--- src/rtl/pulse_train_gen_pkg.sv ---
// rtl/pulse_train_gen_pkg.sv - shared state encoding and default widths for the pulse train generator
package pulse_train_pkg;

    localparam int CNT_W_DEF = 32;
    localparam int GAP_W_DEF = 8;

    typedef logic [2:0] state_t;

    localparam state_t ST_IDLE  = 3'd0;
    localparam state_t ST_ARM   = 3'd1;
    localparam state_t ST_PULSE = 3'd2;
    localparam state_t ST_GAP   = 3'd3;
    localparam state_t ST_TAIL  = 3'd4;
    localparam state_t ST_DONE  = 3'd5;

endpackage

--- src/rtl/pulse_train_gen_gap_timer.sv ---
// rtl/pulse_train_gen_gap_timer.sv - loadable down-counter timing the idle gap between pulses
module pulse_gap_timer
    import pulse_train_pkg::*;
#(
    parameter int GAP_W = GAP_W_DEF
) (
    input  logic             clk,
    input  logic             rst_n,
    input  logic             load_i,
    input  logic [GAP_W-1:0] load_val_i,
    input  logic             en_i,
    output logic             last_o
);

    logic [GAP_W-1:0] cnt_q;
    logic [GAP_W-1:0] cnt_d;

    // Load takes priority; otherwise count down while enabled, parking at zero.
    always_comb begin
        cnt_d = cnt_q;
        if (load_i) begin
            cnt_d = load_val_i;
        end else if (en_i && (cnt_q != '0)) begin
            cnt_d = cnt_q - 1'b1;
        end
    end

    // Counter register.
    always_ff @(posedge clk or negedge rst_n) begin
        if (!rst_n) begin
            cnt_q <= '0;
        end else begin
            cnt_q <= cnt_d;
        end
    end

    // The counter reaches zero at the coming edge, so this is the final gap cycle.
    assign last_o = (cnt_q == GAP_W'(1));

endmodule

--- src/rtl/pulse_train_gen.sv ---
// rtl/pulse_train_gen.sv - command-driven burst of N single-cycle pulses framed by start_o
module pulse_train_gen
    import pulse_train_pkg::*;
#(
    parameter int CNT_W = CNT_W_DEF,
    parameter int GAP_W = GAP_W_DEF
) (
    input  logic             clk,
    input  logic             rst_n,
    input  logic             cmd_valid,
    output logic             cmd_ready,
    input  logic [CNT_W-1:0] cmd_count,
    input  logic [GAP_W-1:0] cmd_gap,
    input  logic             abort,
    output logic             start_o,
    output logic             din_o,
    output logic             busy,
    output logic             done,
    output logic             aborted,
    output logic [CNT_W-1:0] sent_cnt
);

    state_t           state_q, state_d;
    logic [CNT_W-1:0] n_q, n_d;
    logic [GAP_W-1:0] g_q, g_d;
    logic [CNT_W-1:0] sent_cnt_q, sent_cnt_d;
    logic             cmd_ready_q, start_q, din_q, busy_q, done_q, aborted_q;

    logic accept;
    logic in_burst;
    logic abort_hit;
    logic gap_last;

    assign accept    = cmd_valid && cmd_ready_q;
    assign in_burst  = (state_q == ST_ARM) || (state_q == ST_PULSE) ||
                       (state_q == ST_GAP) || (state_q == ST_TAIL);
    assign abort_hit = abort && in_burst;

    pulse_gap_timer #(
        .GAP_W (GAP_W)
    ) u_gap_timer (
        .clk        (clk),
        .rst_n      (rst_n),
        .load_i     ((state_q == ST_PULSE) && (state_d == ST_GAP)),
        .load_val_i (g_q),
        .en_i       (state_q == ST_GAP),
        .last_o     (gap_last)
    );

    // Next-state logic; abort wins over every burst-state transition.
    always_comb begin
        state_d = state_q;
        n_d     = n_q;
        g_d     = g_q;
        case (state_q)
            ST_IDLE: begin
                if (accept) begin
                    n_d     = cmd_count;
                    g_d     = cmd_gap;
                    state_d = (cmd_count == '0) ? ST_DONE : ST_ARM;
                end
            end
            ST_ARM:   state_d = ST_PULSE;
            ST_PULSE: begin
                // sent_cnt_q already includes the pulse on the wire this cycle.
                if (sent_cnt_q == n_q) begin
                    state_d = ST_TAIL;
                end else if (g_q == '0) begin
                    state_d = ST_PULSE;
                end else begin
                    state_d = ST_GAP;
                end
            end
            ST_GAP:   state_d = gap_last ? ST_PULSE : ST_GAP;
            ST_TAIL:  state_d = ST_DONE;
            ST_DONE:  state_d = ST_IDLE;
            default:  state_d = ST_IDLE;
        endcase
        if (abort_hit) begin
            state_d = ST_IDLE;
        end
    end

    // Pulse count advances together with din_o so an aborted pulse is still counted.
    always_comb begin
        sent_cnt_d = sent_cnt_q;
        if (accept) begin
            sent_cnt_d = '0;
        end else if (state_d == ST_PULSE) begin
            sent_cnt_d = sent_cnt_q + 1'b1;
        end
    end

    // State, command and output registers; outputs decoded from the next state.
    always_ff @(posedge clk or negedge rst_n) begin
        if (!rst_n) begin
            state_q     <= ST_IDLE;
            n_q         <= '0;
            g_q         <= '0;
            sent_cnt_q  <= '0;
            cmd_ready_q <= 1'b1;
            start_q     <= 1'b0;
            din_q       <= 1'b0;
            busy_q      <= 1'b0;
            done_q      <= 1'b0;
            aborted_q   <= 1'b0;
        end else begin
            state_q     <= state_d;
            n_q         <= n_d;
            g_q         <= g_d;
            sent_cnt_q  <= sent_cnt_d;
            cmd_ready_q <= (state_d == ST_IDLE);
            start_q     <= (state_d == ST_ARM) || (state_d == ST_PULSE) ||
                           (state_d == ST_GAP) || (state_d == ST_TAIL);
            din_q       <= (state_d == ST_PULSE);
            busy_q      <= (state_d != ST_IDLE);
            done_q      <= (state_d == ST_DONE);
            aborted_q   <= abort_hit;
        end
    end

    assign cmd_ready = cmd_ready_q;
    assign start_o   = start_q;
    assign din_o     = din_q;
    assign busy      = busy_q;
    assign done      = done_q;
    assign aborted   = aborted_q;
    assign sent_cnt  = sent_cnt_q;

endmodule
--- config.mk ---
export PLATFORM = sky130hd
export DESIGN_NAME = pulse_train_gen
export DESIGN_NICKNAME = d
export VERILOG_FILES = /design/src/rtl/pulse_train_gen_pkg.sv /design/src/rtl/pulse_train_gen_gap_timer.sv /design/src/rtl/pulse_train_gen.sv
export SDC_FILE = /design/constraint.sdc
export NUM_CORES = 1
export LEC_CHECK = 0
export CORE_MARGIN = 2
export CORE_UTILIZATION = 57
export CTS_CLUSTER_SIZE = 14
export DETAILED_ROUTE_END_ITERATION = 10
export PLACE_DENSITY = 0.95
export SYNTH_ARGS = -nofsm -noshare
export SYNTH_HDL_FRONTEND = slang
export SYNTH_HIERARCHICAL = 1
export SYNTH_SLANG_ARGS = --single-unit
--- constraint.sdc ---
create_clock -name clk -period 6.1 [get_ports clk]
set_input_delay 0.61 -clock clk [delete_from_list [all_inputs] [get_ports clk]]
set_output_delay 0.61 -clock clk [all_outputs]
set_load 0.01 [all_outputs]
==> metrics.yaml, run 1 <==
n_fill_cell: 590
antenna_found_initial: 0
post-place-ws_ns: 2.92
cts_buffer_depth: 2
crit-reg2reg-launch: "u_gap_timer/cnt_q[2]"
finalMaxSlewViolations: 0
post_cts_resized: 0
ys_ff_latch: 89
fin_ws_ns: 2.81
syn-mean-instance-area_sq_um: 10.6
crit_type: "flip-flop to flip-flop"
met1_length_mm: 5.07
area_delta_synth_final_pct: 23.5
fp.dieH_microns: 94.6
multiInputGateArea_sq_um: 2340
syn-num-nets: 490
grt_max_degree: 69
skew_ns: 0.0132
first_iter_violations: 351
dr_wl_met3_mm: 1.08
grt_pass1_vias: 4035
r2r_slack_ns: 2.81
hold_path.class: "primary input to asynchronous set/reset pin"
fmax_mhz: 304
setup_tns_ns: 0
worst_slew_pin_slew_ns: 1.16
clk_latency_ns: 0.37
design_area_sq_um: 5770
setup_viol: 0
io_buffers: 81
fp.dieW_microns: 94.6
whs_ns: 0.111
yosysWarnings: 6
period_needed_ns: 3.29
wl_per_cell_microns: 20.0
fin_nets: 565
gp_congestion: 0.862
wl_mm: 12.5
p_leak_nw: 2.21
end_kind: "flip-flop"
post-cts-setup-buffer-count: 0
ctsHtreeMaxLevel: 3
cts_root_buffer: "clkbuf_8"
initial_utilization_pct: 57.8
crit_fanout: 33
ant_nets: 0
cp-startpoint: "u_gap_timer/cnt_q[2]"
drive_gt1_share_pct: 14.6
period_share_pct: 54.0
overflow: 0
num_vias: 4063
cts_buffers: 9
routed_via_density: 6.48
core_sq_um: 8090
status: "completed"
track_usage_pct: 29.2
firstDrtPassIters: 7
synthFlopType: "dfrtp_1"
ys_types: 61
hold_buffers: 0
relSlewSlack_pct: 22.5
num_rows: 33
syn-cell-area_sq_um: 4680
grt_pass1_wl_mm: 19.8
clock_sinks: 89
cts_tree: "yes"
arrival_ns: 3.58
final_util_pct: 71.3
path_clk_slew_ns: 0.09
diodes: 0
seq_area_sq_um: 2230
drc_errors: 0
hold_violations: 0
ff2ff_path_depth: 9
async_reset_ff_share_pct: 100
required_ns: 6.39
rsz0062_at_grt: "false"
dieArea_sq_um: 8940
synth-edff-count: 0
drv_cap: 0
dp_hpwl_mm: 8.73
r2r_end: "sent_cnt[30]"
io_pins: 82
dpl_cell_area_sq_um: 5550
start_kind: "flip-flop"
wl_met2_mm: 5.96
highest_layer: "met4"
ys_seq_area_share_pct: 47.7
irDropWorstVdd_v: 0.000180
netlist_instances: 442
p_per_area_nw_per_um2: 357
## Yosys cell counts (4+ instances only)
library cell	count	area, sq um
dfrtp_1	88	2200
a21oi_1	27	135
nand2_1	41	154
o31ai_1	10	75.1
and3_1	5	31.3
or3_1	5	31.3
or4_1	12	90.1
o211ai_1	5	37.5
xnor2_1	38	333
clkbuf_1	15	56.3
nor2_1	26	97.6
nand4_1	14	87.6
nor3_1	5	25.0
nand2b_1	6	37.5
ha_1	4	50.1
a31oi_1	6	37.5
o21ai_0	6	30.0
mux2_2	40	450
and2_1	4	25.0
nor4_1	12	75.1
inv_1	8	30.0
nand3_1	11	55.1
## layout make-up
class                           instances  area share, %
Clock buffer                           12           2.51
Clock inverter                          4           1.32
Inverter                                8          0.520
Multi-Input combinational cell        326           40.5
Sequential cell                        89           38.6
Tap cell                              105           2.28
Timing Repair Buffer                   83           14.3
## stage by stage
step	instances	power [W]
CTS	627	0.00205
global route	627	0.00217
floorplan	442	0.00137
global placement	611	0.00155
detailed placement	611	0.00160
finish	627	0.00206
## power by group
group | total [W] | switching (W) | internal [W] | leakage [nW]
Combinational | 0.000654 | 0.000306 | 0.000348 | 0.978
Clock | 0.000457 | 0.000213 | 0.000243 | 0.107
Sequential | 0.000951 | 0.000173 | 0.000777 | 1.13
## worst max path at each step
stage                               to  slack [ns]  cells after the start
after floorplan           sent_cnt[28]        3.16                     11
after global placement    sent_cnt[12]        3.03                      9
after detailed placement  sent_cnt[30]        2.92                      9
after CTS                 sent_cnt[30]        2.86                      9
after global routing      sent_cnt[27]        2.51                      9
final                     sent_cnt[30]        2.81                      9
## cell families (layout without fill, tap and decap cells)
family | after synthesis | in the layout | synth area share (%)
buffers and inverters | 27 | 107 | 2.46
AND/OR/NAND/NOR | 163 | 163 | 19.9
multiplexers | 44 | 44 | 10.6
XOR/XNOR | 38 | 38 | 7.12
flip-flops | 89 | 89 | 47.7
AO/OA/AOI/OAI | 77 | 77 | 11.2
adder cells (fa/ha/maj) | 4 | 4 | 1.07
## flip-flops by register name, summed over array words and instances, names as in the netlist
name / cells
din_o: 1
g_q: 8
start_o: 1
cmd_ready: 1
done: 1
u_gap_timer/cnt_q: 8
aborted: 1
sent_cnt: 32
busy: 1
n_q: 32
state_q: 3
## worst max-delay path, stage by stage, from the launching register on
cell and delay (ns):
dfrtp_1 0.45, or4_1 0.65, nor4b_1 0.43, nand2b_1 0.18, a32oi_1 0.07, nor3_2 0.18, a21bo_2 0.29, and2_4 0.26
or4_1 0.52, a21oi_1 0.17
## cells in the final DEF, fill, tap and decap left out, drive strengths merged, types with 6 or more instances in the layout
cell type / count
nor3: 6
nand2: 41
xnor2: 38
clkdlybuf4s50: 80
nor4: 15
o21ai: 6
or4: 13
clkbuf: 12
a21oi: 27
nand2b: 6
nand3: 11
o31ai: 10
nand4: 15
dfrtp: 88
inv: 8
nor2: 26
mux2: 40
a31oi: 6
## layer usage
layer  global-route usage, %  up-vias
met2                    47.1      230
met5                       0        -
li1                        -     1782
met3                    7.98       45
met4                    12.7        0
met1                    37.1     2006
(Power assumes the default switching activity.)
==> inputs of run 2 (changes only) <==
--- a/config.mk
+++ b/config.mk
@@ -6,10 +6,10 @@
 export NUM_CORES = 1
 export LEC_CHECK = 0
 export CORE_MARGIN = 2
-export CORE_UTILIZATION = 57
+export CORE_UTILIZATION = 48
 export CTS_CLUSTER_SIZE = 14
 export DETAILED_ROUTE_END_ITERATION = 10
-export PLACE_DENSITY = 0.95
+export PLACE_DENSITY = 0.89
 export SYNTH_ARGS = -nofsm -noshare
 export SYNTH_HDL_FRONTEND = slang
 export SYNTH_HIERARCHICAL = 1
==> constraint.sdc (replaced) <==
create_clock -name clk -period 2.7 [get_ports clk]
set_input_delay 0.27 -clock clk [delete_from_list [all_inputs] [get_ports clk]]
set_output_delay 0.27 -clock clk [all_outputs]
set_load 0.01 [all_outputs]
==> metrics.yaml, run 2 (same netlist as run 1, synthesis figures left out) <==
status: "complete, but fails checks"
violations: "negative setup slack"
fin_ws_ns: -0.107
required_ns: 3.00
diodes: 0
cts_buffers: 9
firstDrtPassIters: 5
wl_met2_mm: 6.73
dr_wl_met3_mm: 1.18
track_usage_pct: 27.1
relSlewSlack_pct: 47.2
path_clk_slew_ns: 0.10
io_pins: 82
area_delta_synth_final_pct: 36.3
num_vias: 4325
clk_latency_ns: 0.37
p_leak_nw: 2.46
skew_ns: 0.0125
drv_cap: 0
worst_slew_pin_slew_ns: 0.784
r2r_slack_ns: -0.11
cts_buffer_depth: 2
met1_length_mm: 5.27
grt_pass1_vias: 4386
overflow: 0
end_kind: "flip-flop"
antenna_found_initial: 0
irDropWorstVdd_v: 0.000396
rsz0062_at_grt: "true"
final_cell_mix: "dfrtp_1 (88), clkdlybuf4s50_1 (80), nand2_1 (41)"
io_buffers: 81
ctsHtreeMaxLevel: 3
final_util_pct: 66.4
fin_nets: 604
initial_utilization_pct: 48.7
first_iter_violations: 340
crit_fanout: 6
hold_violations: 0
cts_root_buffer: "clkbuf_8"
ant_nets: 0
fp.dieH_microns: 103
finalMaxSlewViolations: 0
power.total_w: 0.00484
crit_type: "flip-flop to flip-flop"
start_kind: "flip-flop"
fp.dieW_microns: 103
num_rows: 36
fmax_mhz: 356
core_sq_um: 9590
gp_congestion: 0.865
dp_hpwl_mm: 9.47
wl_mm: 13.9
cts_tree: "yes"
period_share_pct: 104
wl_per_cell_microns: 20.0
period_needed_ns: 2.81
setup_viol: 26
clock_sinks: 89
routed_via_density: 6.23
highest_layer: "met4"
drc_errors: 0
arrival_ns: 3.11
grt_max_degree: 55
grt_pass1_wl_mm: 21.7
mostFrequentLayoutCell: "dfrtp_1"
dieArea_sq_um: 10500
drive_gt1_share_pct: 27.1
hold_path.class: "primary input to asynchronous set/reset pin"
p_per_area_nw_per_um2: 760
## run 2: cell count changes in the layout (fill, tap and decap cells not counted), moves of 5 or more
cell and delta:
a21oi_2 +11, o31ai_1 -6, buf_4 +27, a21oi_1 -12
buf_6 +5
## run 2: cell type report
type	instances	area (sq um)
inverter	8	36.3
fill	690	3220
multi-input combinational	328	2590
tap	133	166
clock buffer	10	138
timing repair buffer	120	1140
clock inverter	6	66.3
sequential	89	2230
## run 2: worst paths after layout
kind                                      start           end  cells after the start
max reg2reg                u_gap_timer/cnt_q[5]   sent_cnt[4]                     10
max                        u_gap_timer/cnt_q[5]   sent_cnt[4]                     10
min in group clk                     cmd_gap[2]        g_q[2]                      2
min reg2reg                             n_q[22]       n_q[22]                      1
max in group asynchronous                 rst_n       n_q[28]                      3
min                                       rst_n  sent_cnt[21]                      2
## run 2: stage by stage
stage,setup TNS (ns),worst slack (ns),hold WS (ns),instance area (sq um),std cells
4_1_cts,-2.61,-0.172,0.508,6210,690
3_3_place_gp,-0.861,-0.0994,0.361,5820,665
6_report,-1.32,-0.107,0.492,6370,694
5_1_grt,-3.98,-0.189,0.507,6370,694
2_1_floorplan,-0.810,-0.150,-0.0256,4700,442
3_5_place_dp,-3.73,-0.269,0.364,5820,665
## run 2: power breakdown
part	leakage, nW	internal, W	switching [W]	total, W
clock network	0.0949	0.000454	0.000501	0.000956
registers	1.13	0.00176	0.000372	0.00213
logic	1.24	0.000955	0.000806	0.00176
## run 2: what timing repair did
action | in CTS | in global routing
resized for setup | 24 | 27
buffers inserted | 5 | 3
hold buffers | 1 | 0
endpoints found under the setup margin | 26 | 34
hold endpoints to repair | 52 | 0
gates cloned | 3 | 1
pin swaps | 35 | 9
## run 2: layer usage
layer  GRT usage, %  vias to the layer above
met3           6.17                       72
met4           12.6                        0
li1               -                     1863
met5              0                        -
met1           33.5                     2131
met2           45.2                      259
## run 2: worst max-delay path, cell delays in order (launching register included)
cell and delay [ns]:
dfrtp_1 0.39, or4_4 0.56, nor4b_4 0.25, nand2b_4 0.18, a32oi_2 0.06, nor3_2 0.21, a21bo_4 0.28, and2_4 0.18
buf_6 0.13, or3_4 0.33, a21oi_2 0.15
==> inputs of run 3 (changes only) <==
==> constraint.sdc (replaced) <==
create_clock -name clk -period 2.7 [get_ports clk]
set_input_delay 0.54 -clock clk [delete_from_list [all_inputs] [get_ports clk]]
set_output_delay 0.54 -clock clk [all_outputs]
set_load 0.01 [all_outputs]
==> metrics.yaml, run 3 (same netlist as run 1, synthesis figures left out) <==
status: "complete, but fails checks"
violations: "negative setup slack"
hold_buffers: 0
first_iter_violations: 326
overflow: 0
final_cell_mix: "dfrtp_1 (88), clkdlybuf4s50_1 (80), nand2_1 (41)"
ant_nets: 0
area_delta_synth_final_pct: 37.7
start_kind: "flip-flop"
relSlewSlack_pct: 53.3
core_sq_um: 9590
ctsHtreeMaxLevel: 3
cp_slowest_cell: "or4_4"
path_clk_slew_ns: 0.09
rsz0062_at_grt: "true"
routed_via_density: 6.19
wl_mm: 14.3
diodes: 0
required_ns: 2.94
crit_buf_inv: 1
num_vias: 4305
critPathTopFamily: "simple AND/OR/NAND/NOR gates"
wl_per_cell_microns: 20.5
drc_errors: 0
end_kind: "flip-flop"
fin_ws_ns: -0.179
cts_tree: "yes"
grt_pass1_wl_mm: 21.6
p_leak_nw: 2.53
fp.dieH_microns: 103
grt_pass1_vias: 4315
r2r_slack_ns: -0.18
skew_ns: 0.00924
n_fill_cell: 707
setup_viol: 17
hold_path.class: "primary input to asynchronous set/reset pin"
gp_congestion: 0.899
clk_latency_ns: 0.37
p_per_area_nw_per_um2: 780
drv_cap: 0
dp_hpwl_mm: 9.28
fmax_mhz: 347
final_util_pct: 67.1
dieArea_sq_um: 10500
cts_root_buffer: "clkbuf_8"
arrival_ns: 3.12
antenna_found_initial: 0
path_cells: "or4_4 > nor4b_4 > nand2b_4 > a32oi_2 > nor3_2 > a21bo_4 > and2_4 > buf_4 > o31ai_2 > a21oi_1"
power.total_w: 0.00502
grt_max_degree: 66
fin_nets: 605
mostFrequentLayoutCell: "dfrtp_1"
drive_gt1_share_pct: 26.5
firstDrtPassIters: 5
worst_slew_pin_slew_ns: 0.695
fp.dieW_microns: 103
cts_buffers: 9
io_pins: 82
cp_slowest_stage_delay_ns: 0.56
period_needed_ns: 2.88
irDropWorstVdd_v: 0.000420
num_rows: 36
cts_buffer_depth: 2
crit_type: "flip-flop to flip-flop"
track_usage_pct: 27.0
io_buffers: 81
hold_violations: 0
crit_fanout: 8
period_share_pct: 107
initial_utilization_pct: 48.7
finalMaxSlewViolations: 0
clock_sinks: 89
-- run 3: worst reg2reg max path: cells and delay by family (launching register included) --
kind	cells	cell delay, ns
DFF	1	0.39
AOI/OAI and AO/OA	4	0.80
and+or+nand+nor	5	1.40
buffers and inverters	1	0.16
-- run 3: timing repair --
action                                  CTS  global route
gates resized for setup                  29            26
setup buffers                             6             5
pin swaps                                28            10
cloned                                    2             1
endpoints found under the setup margin   20            39
endpoints found under the hold margin     0             0
-- run 3: final cells by class --
cell class              count  area (sq um)  share of cell area (%)
multi-input cells         328          2620                    40.7
repair buffers            121          1160                    18.0
flip-flops and latches     89          2230                    34.6
clock inverters             4          95.1                    1.48
clock buffers              12           135                    2.10
inverters                   8          37.5                   0.583
well taps                 133           166                    2.58
-- run 3: path summary, 6_finish.rpt --
check	startpoint	to	cells after the start
max in group asynchronous	rst_n	sent_cnt[21]	2
worst max register to register	u_gap_timer/cnt_q[3]	sent_cnt[26]	10
worst min-delay path	rst_n	busy	1
worst max-delay path	u_gap_timer/cnt_q[3]	sent_cnt[26]	10
worst min register to register	n_q[12]	n_q[12]	1
min in group clk	n_q[12]	n_q[12]	1
-- run 3: report_power, final --
part           leakage (nW)  switching [W]  internal (W)
combinational          1.29       0.000826      0.000958
clock                 0.115       0.000479      0.000615
sequential             1.13       0.000386       0.00176
-- run 3: layer usage --
layer | GRT usage, % | up-vias | wire length (microns)
met2 | 45.3 | 275 | 6700
met1 | 33.7 | 2071 | 5510
met3 | 4.88 | 89 | 1130
met4 | 13.5 | 0 | 937
li1 | - | 1870 | -
met5 | 0 | - | 0
-- run 3: through the flow --
stage                     setup TNS, ns  cell area, sq um  hold slack [ns]  std cells  setup WS (ns)
after CTS                         -1.94              6250           0.0751        690         -0.163
after global placement           -0.820              5830            0.467        666        -0.0877
final                             -1.12              6440           0.0705        695         -0.179
after global routing              -2.40              6440           0.0813        695         -0.176
after floorplan                  -0.810              4700            0.244        442         -0.150
after detailed placement          -2.40              5830            0.468        666         -0.202
==> edit 1 (settings of run 2) <==
Take the reset off `n_q` and `g_q` and load them in a clocked block of their own.
--- a/src/rtl/pulse_train_gen.sv
+++ b/src/rtl/pulse_train_gen.sv
@@ -97,4 +97,2 @@
             state_q     <= ST_IDLE;
-            n_q         <= '0;
-            g_q         <= '0;
             sent_cnt_q  <= '0;
@@ -108,4 +106,2 @@
             state_q     <= state_d;
-            n_q         <= n_d;
-            g_q         <= g_d;
             sent_cnt_q  <= sent_cnt_d;
@@ -121,2 +117,7 @@
 
+    always_ff @(posedge clk) begin
+        n_q <= n_d;
+        g_q <= g_d;
+    end
+
     assign cmd_ready = cmd_ready_q;
Behaviour: no difference found for any inputs over 10 cycles, from zero or initial values and one cycle with rst_n low; that may be too few to reach the edited logic, so the function may still have changed.
==> edit 1 against run 2 <==
Core utilization decreased by 0.60 points. Design area down 5.5%. Clock power is 8% higher. Synthesized area fell by 3.9%. Cell count shrank 6.8%. Setup slack better by 0.11 ns. Clock skew hardly changed. First-iteration DRC count grew 27%. Via count is 8.6% lower. Sequential cell count unchanged. Sequential power is 12% lower. Wire length down 12%. Total power fell by 19%.
==> edit 1: results (changes against run 2) <==
[outcome]
outcome = complete, no violations  ; was finished with violations

[synth]
synth-seq-area-share_pct = 54.07  ; was 47.66%
synthTopCellsByArea = dfrtp_1, edfxtp_1, xor2_1, nand2_1, nor2_1  ; was dfrtp_1, mux2_2, xnor2_1, nand2_1, a21oi_1
yosysUniqueCellTypes = 57  ; was 61

[worst_setup_path]
startpoint = u_gap_timer/cnt_q[3]  ; was u_gap_timer/cnt_q[5]
worstReg2RegEnd = sent_cnt[16]  ; was sent_cnt[4]
crit_end = sent_cnt[16]  ; was sent_cnt[4]
r2r_cells = 9  ; was 10
critPathMaxFanout = 9  ; was 6

[cts]
post_cts_buffers = 0  ; was 5
cts-resized-gates = 2  ; was 24

[routing]
wl_met3_um = 1083  ; was 1179 um
post_drt_via_cell_ratio = 6.107  ; was 6.232
num_vias = 3951  ; was 4325

[layout]
final_net_count = 579  ; was 604
fillers = 639  ; was 690

[timing]
timing.hold.ws_ns = 0.4625  ; was 0.4921 ns
setup_violations = 0  ; was 26
max_slew_margin_pct = 23.14  ; was 47.23%
post-route-min-period_ns = 2.700  ; was 2.807 ns

[power]
ir_worst_vdd_mv = 0.3372  ; was 0.3963 mV
power.leakage_uw = 0.002464  ; was 0.002460 uW

[global_route]
grt_usage_pct = 24.07  ; was 27.08%
grt_pass1_vias = 3770  ; was 4386
grt_pass1_wl_um = 18800  ; was 21740 um

[worst_hold_path]
hold_path_class = input pin to register  ; was input pin to asynchronous set/reset pin

[placement]
place_congestion = 0.9230  ; was 0.8647
hpwl_um = 8983  ; was 9474 um

edit 1: through the flow:
step	utilization, %	area (sq um)
3_3_place_gp	61.93	5668
5_1_grt	65.82	6025
4_1_cts	64.61	5913
2_1_floorplan	-	4503
6_report	65.82	6025
3_5_place_dp	61.93	5668
edit 1: where the power goes:
group | total (uW) | internal, uW | switching (uW)
Sequential | 1880 | 1700 | 174
Combinational | 1020 | 439 | 577
Clock | 1030 | 529 | 506
edit 1: layout make-up:
| class | count | share of cell area, % |
|---|---|---|
| Clock buffer | 9 | 2.056 |
| Clock inverter | 7 | 1.682 |
| Inverter | 14 | 0.8723 |
| Multi-Input combinational cell | 292 | 33.87 |
| Sequential cell | 89 | 40.31 |
| Tap cell | 111 | 2.305 |
| Timing Repair Buffer | 125 | 18.90 |
edit 1: cells by family after synthesis:
logic type	count (synthesis)	synth area share, %
flops	89	54.07
xor+xnor	36	7.187
buf+inv	31	3.120
fa+ha+maj	4	1.114
mux	12	2.897
simple gates	169	20.70
compound gates	70	10.92
==> edit 2 (flow settings as in run 2) <==
Made on the original files. Set the package constant `GAP_W_DEF` to 12 (it was 8).
--- a/src/rtl/pulse_train_gen_pkg.sv
+++ b/src/rtl/pulse_train_gen_pkg.sv
@@ -4,3 +4,3 @@
     localparam int CNT_W_DEF = 32;
-    localparam int GAP_W_DEF = 8;
+    localparam int GAP_W_DEF = 12;
 
Interface: changed (resized cmd_gap); port bits go from 82 to 86. The function was not compared with the original's and may differ.
==> edit 2 against run 2 <==
Setup slack got worse by 0.035 ns. Sequential cell count rose by 8. Global-route usage fell by 1.9 points. Critical path type unchanged. Clock skew rose by 0.0080 ns. Highest routed layer unchanged. Total power rose by 8.1%. Synthesized area rose by 8.3%. Wire length rose by 6.9%. Design area rose by 5.9%. Critical endpoint is now sent_cnt[25]. The flow still finishes with violations (negative setup slack). Largest power group unchanged.
==> edit 2: results (changes against run 2) <==
[layout]
inv_count = 18  ; was 8
seq_share_pct = 35.99  ; was 34.97%
n_clock_buffer = 11  ; was 10
final-clk-cell-share_pct = 3.004  ; was 3.200%
n_all_buffers = 125  ; was 120
buffer_area_share_pct = 18.58  ; was 17.93%
drive_above_1_share_pct = 24.96  ; was 27.09%
final_cell_count_no_fill = 733  ; was 694
seq_cell_count = 97  ; was 89
fillers = 763  ; was 690
num-multi-input-gates = 342  ; was 328
multi_input_area_share_pct = 38.90  ; was 40.72%

[worst_setup_path]
critPathMaxFanout = 7  ; was 6
slowest_delay_ns = 0.52  ; was 0.56 ns
cp.arrival_ns = 3.15  ; was 3.11 ns
rr_startpoint = u_gap_timer/cnt_q[5]  ; unchanged

[outcome]
outcome = finished with violations  ; unchanged
failed_checks = negative setup slack  ; unchanged

[synth]
syn_avg_cell_area_sq_um = 10.64  ; was 10.58 sq um
synthTopCellsByArea = dfrtp_1, mux2_2, xor2_1, or4_1, a21oi_1  ; was dfrtp_1, mux2_2, xnor2_1, nand2_1, a21oi_1
synthMuxAreaShare_pct = 9.985  ; was 10.57%
synth-seq-area-share_pct = 47.97  ; was 47.66%
synth_fa_ha_area_share_pct = 0.9886  ; was 1.070%
synthXorXnorAreaFrac_pct = 6.401  ; was 7.118%
yosys-top-cells-count = dfrtp_1, mux2_2, xor2_1  ; was dfrtp_1, nand2_1, mux2_2
synth_fp_nets = 528  ; was 490

[global_route]
grt_pass1_wl_um = 22350  ; was 21740 um
grt_usage_pct = 25.22  ; was 27.08%
met2_usage_pct = 42.27  ; was 45.20%
globalRouteMet1Util_pct = 31.39  ; was 33.49%
grt_pass1_vias = 4395  ; was 4386
met3_usage_pct = 4.802  ; was 6.169%
grt_max_degree = 50  ; was 55

[placement]
dp_slack_ns = -0.08482  ; was -0.2691 ns
post_dp_cell_area_sq_mm = 0.006238  ; was 0.005818 sq mm
dpl.cell_count = 705  ; was 665
port_buffers = 85  ; was 81
place_congestion = 0.9170  ; was 0.8647
hpwl_um = 9952  ; was 9474 um

[floorplan]
row_count = 37  ; was 36

[timing]
fin_setup_tns_ns = -1.886  ; was -1.322 ns
setup_violations = 29  ; was 26
worstMarginPinSlew_ns = 0.8065  ; was 0.7843 ns
skew_ns = 0.02044  ; was 0.01249 ns
setup_slack_ns = -0.1415  ; was -0.1067 ns

[power]
ir_worst_vdd_mv = 0.4623  ; was 0.3963 mV
pwr-share-seq_pct = 45.3  ; was 43.9%
power_switching_uw = 1863  ; was 1679 uW
powerSeq_uw = 2370  ; was 2130 uW

[routing]
wl_met3_um = 974  ; was 1179 um
routed-wl-met2_um = 7561  ; was 6731 um
drtIter0Drc = 374  ; was 340
routed_wl_um = 14830  ; was 13880 um
wl_met1_um = 5703  ; was 5271 um
num_vias = 4504  ; was 4325
drtPass1Iterations = 6  ; was 5

[cts]
cts.htree.levels = 3  ; unchanged

==> edit 2: changes by cell type in the layout (fill, tap and decap cells not counted), sizes merged, moves of 10 or more <==
cell,run 2,this run
o21ai,6,17
or4,13,26
nand2,41,29
xnor2,38,2
inv,8,18
xor2,0,35
==> edit 2: how the worst max path moves through the flow <==
stage	start	end	slack (ns)	cells after the start
finish	u_gap_timer/cnt_q[5]	sent_cnt[25]	-0.14	10
global route	u_gap_timer/cnt_q[4]	sent_cnt[19]	-0.24	10
CTS	u_gap_timer/cnt_q[4]	sent_cnt[5]	-0.09	10
detailed placement	u_gap_timer/cnt_q[4]	sent_cnt[25]	-0.08	10
global placement	u_gap_timer/cnt_q[4]	sent_cnt[23]	0.02	10
floorplan	u_gap_timer/cnt_q[4]	sent_cnt[21]	-0.19	13
==> edit 2: what timing repair did <==
action,in CTS,in global routing
hold buffers,1,0
pin swaps,2,16
endpoints found under the setup margin,23,32
gates resized for setup,5,36
cloned,2,3
endpoints found under the hold margin,48,0
buffers inserted,2,7
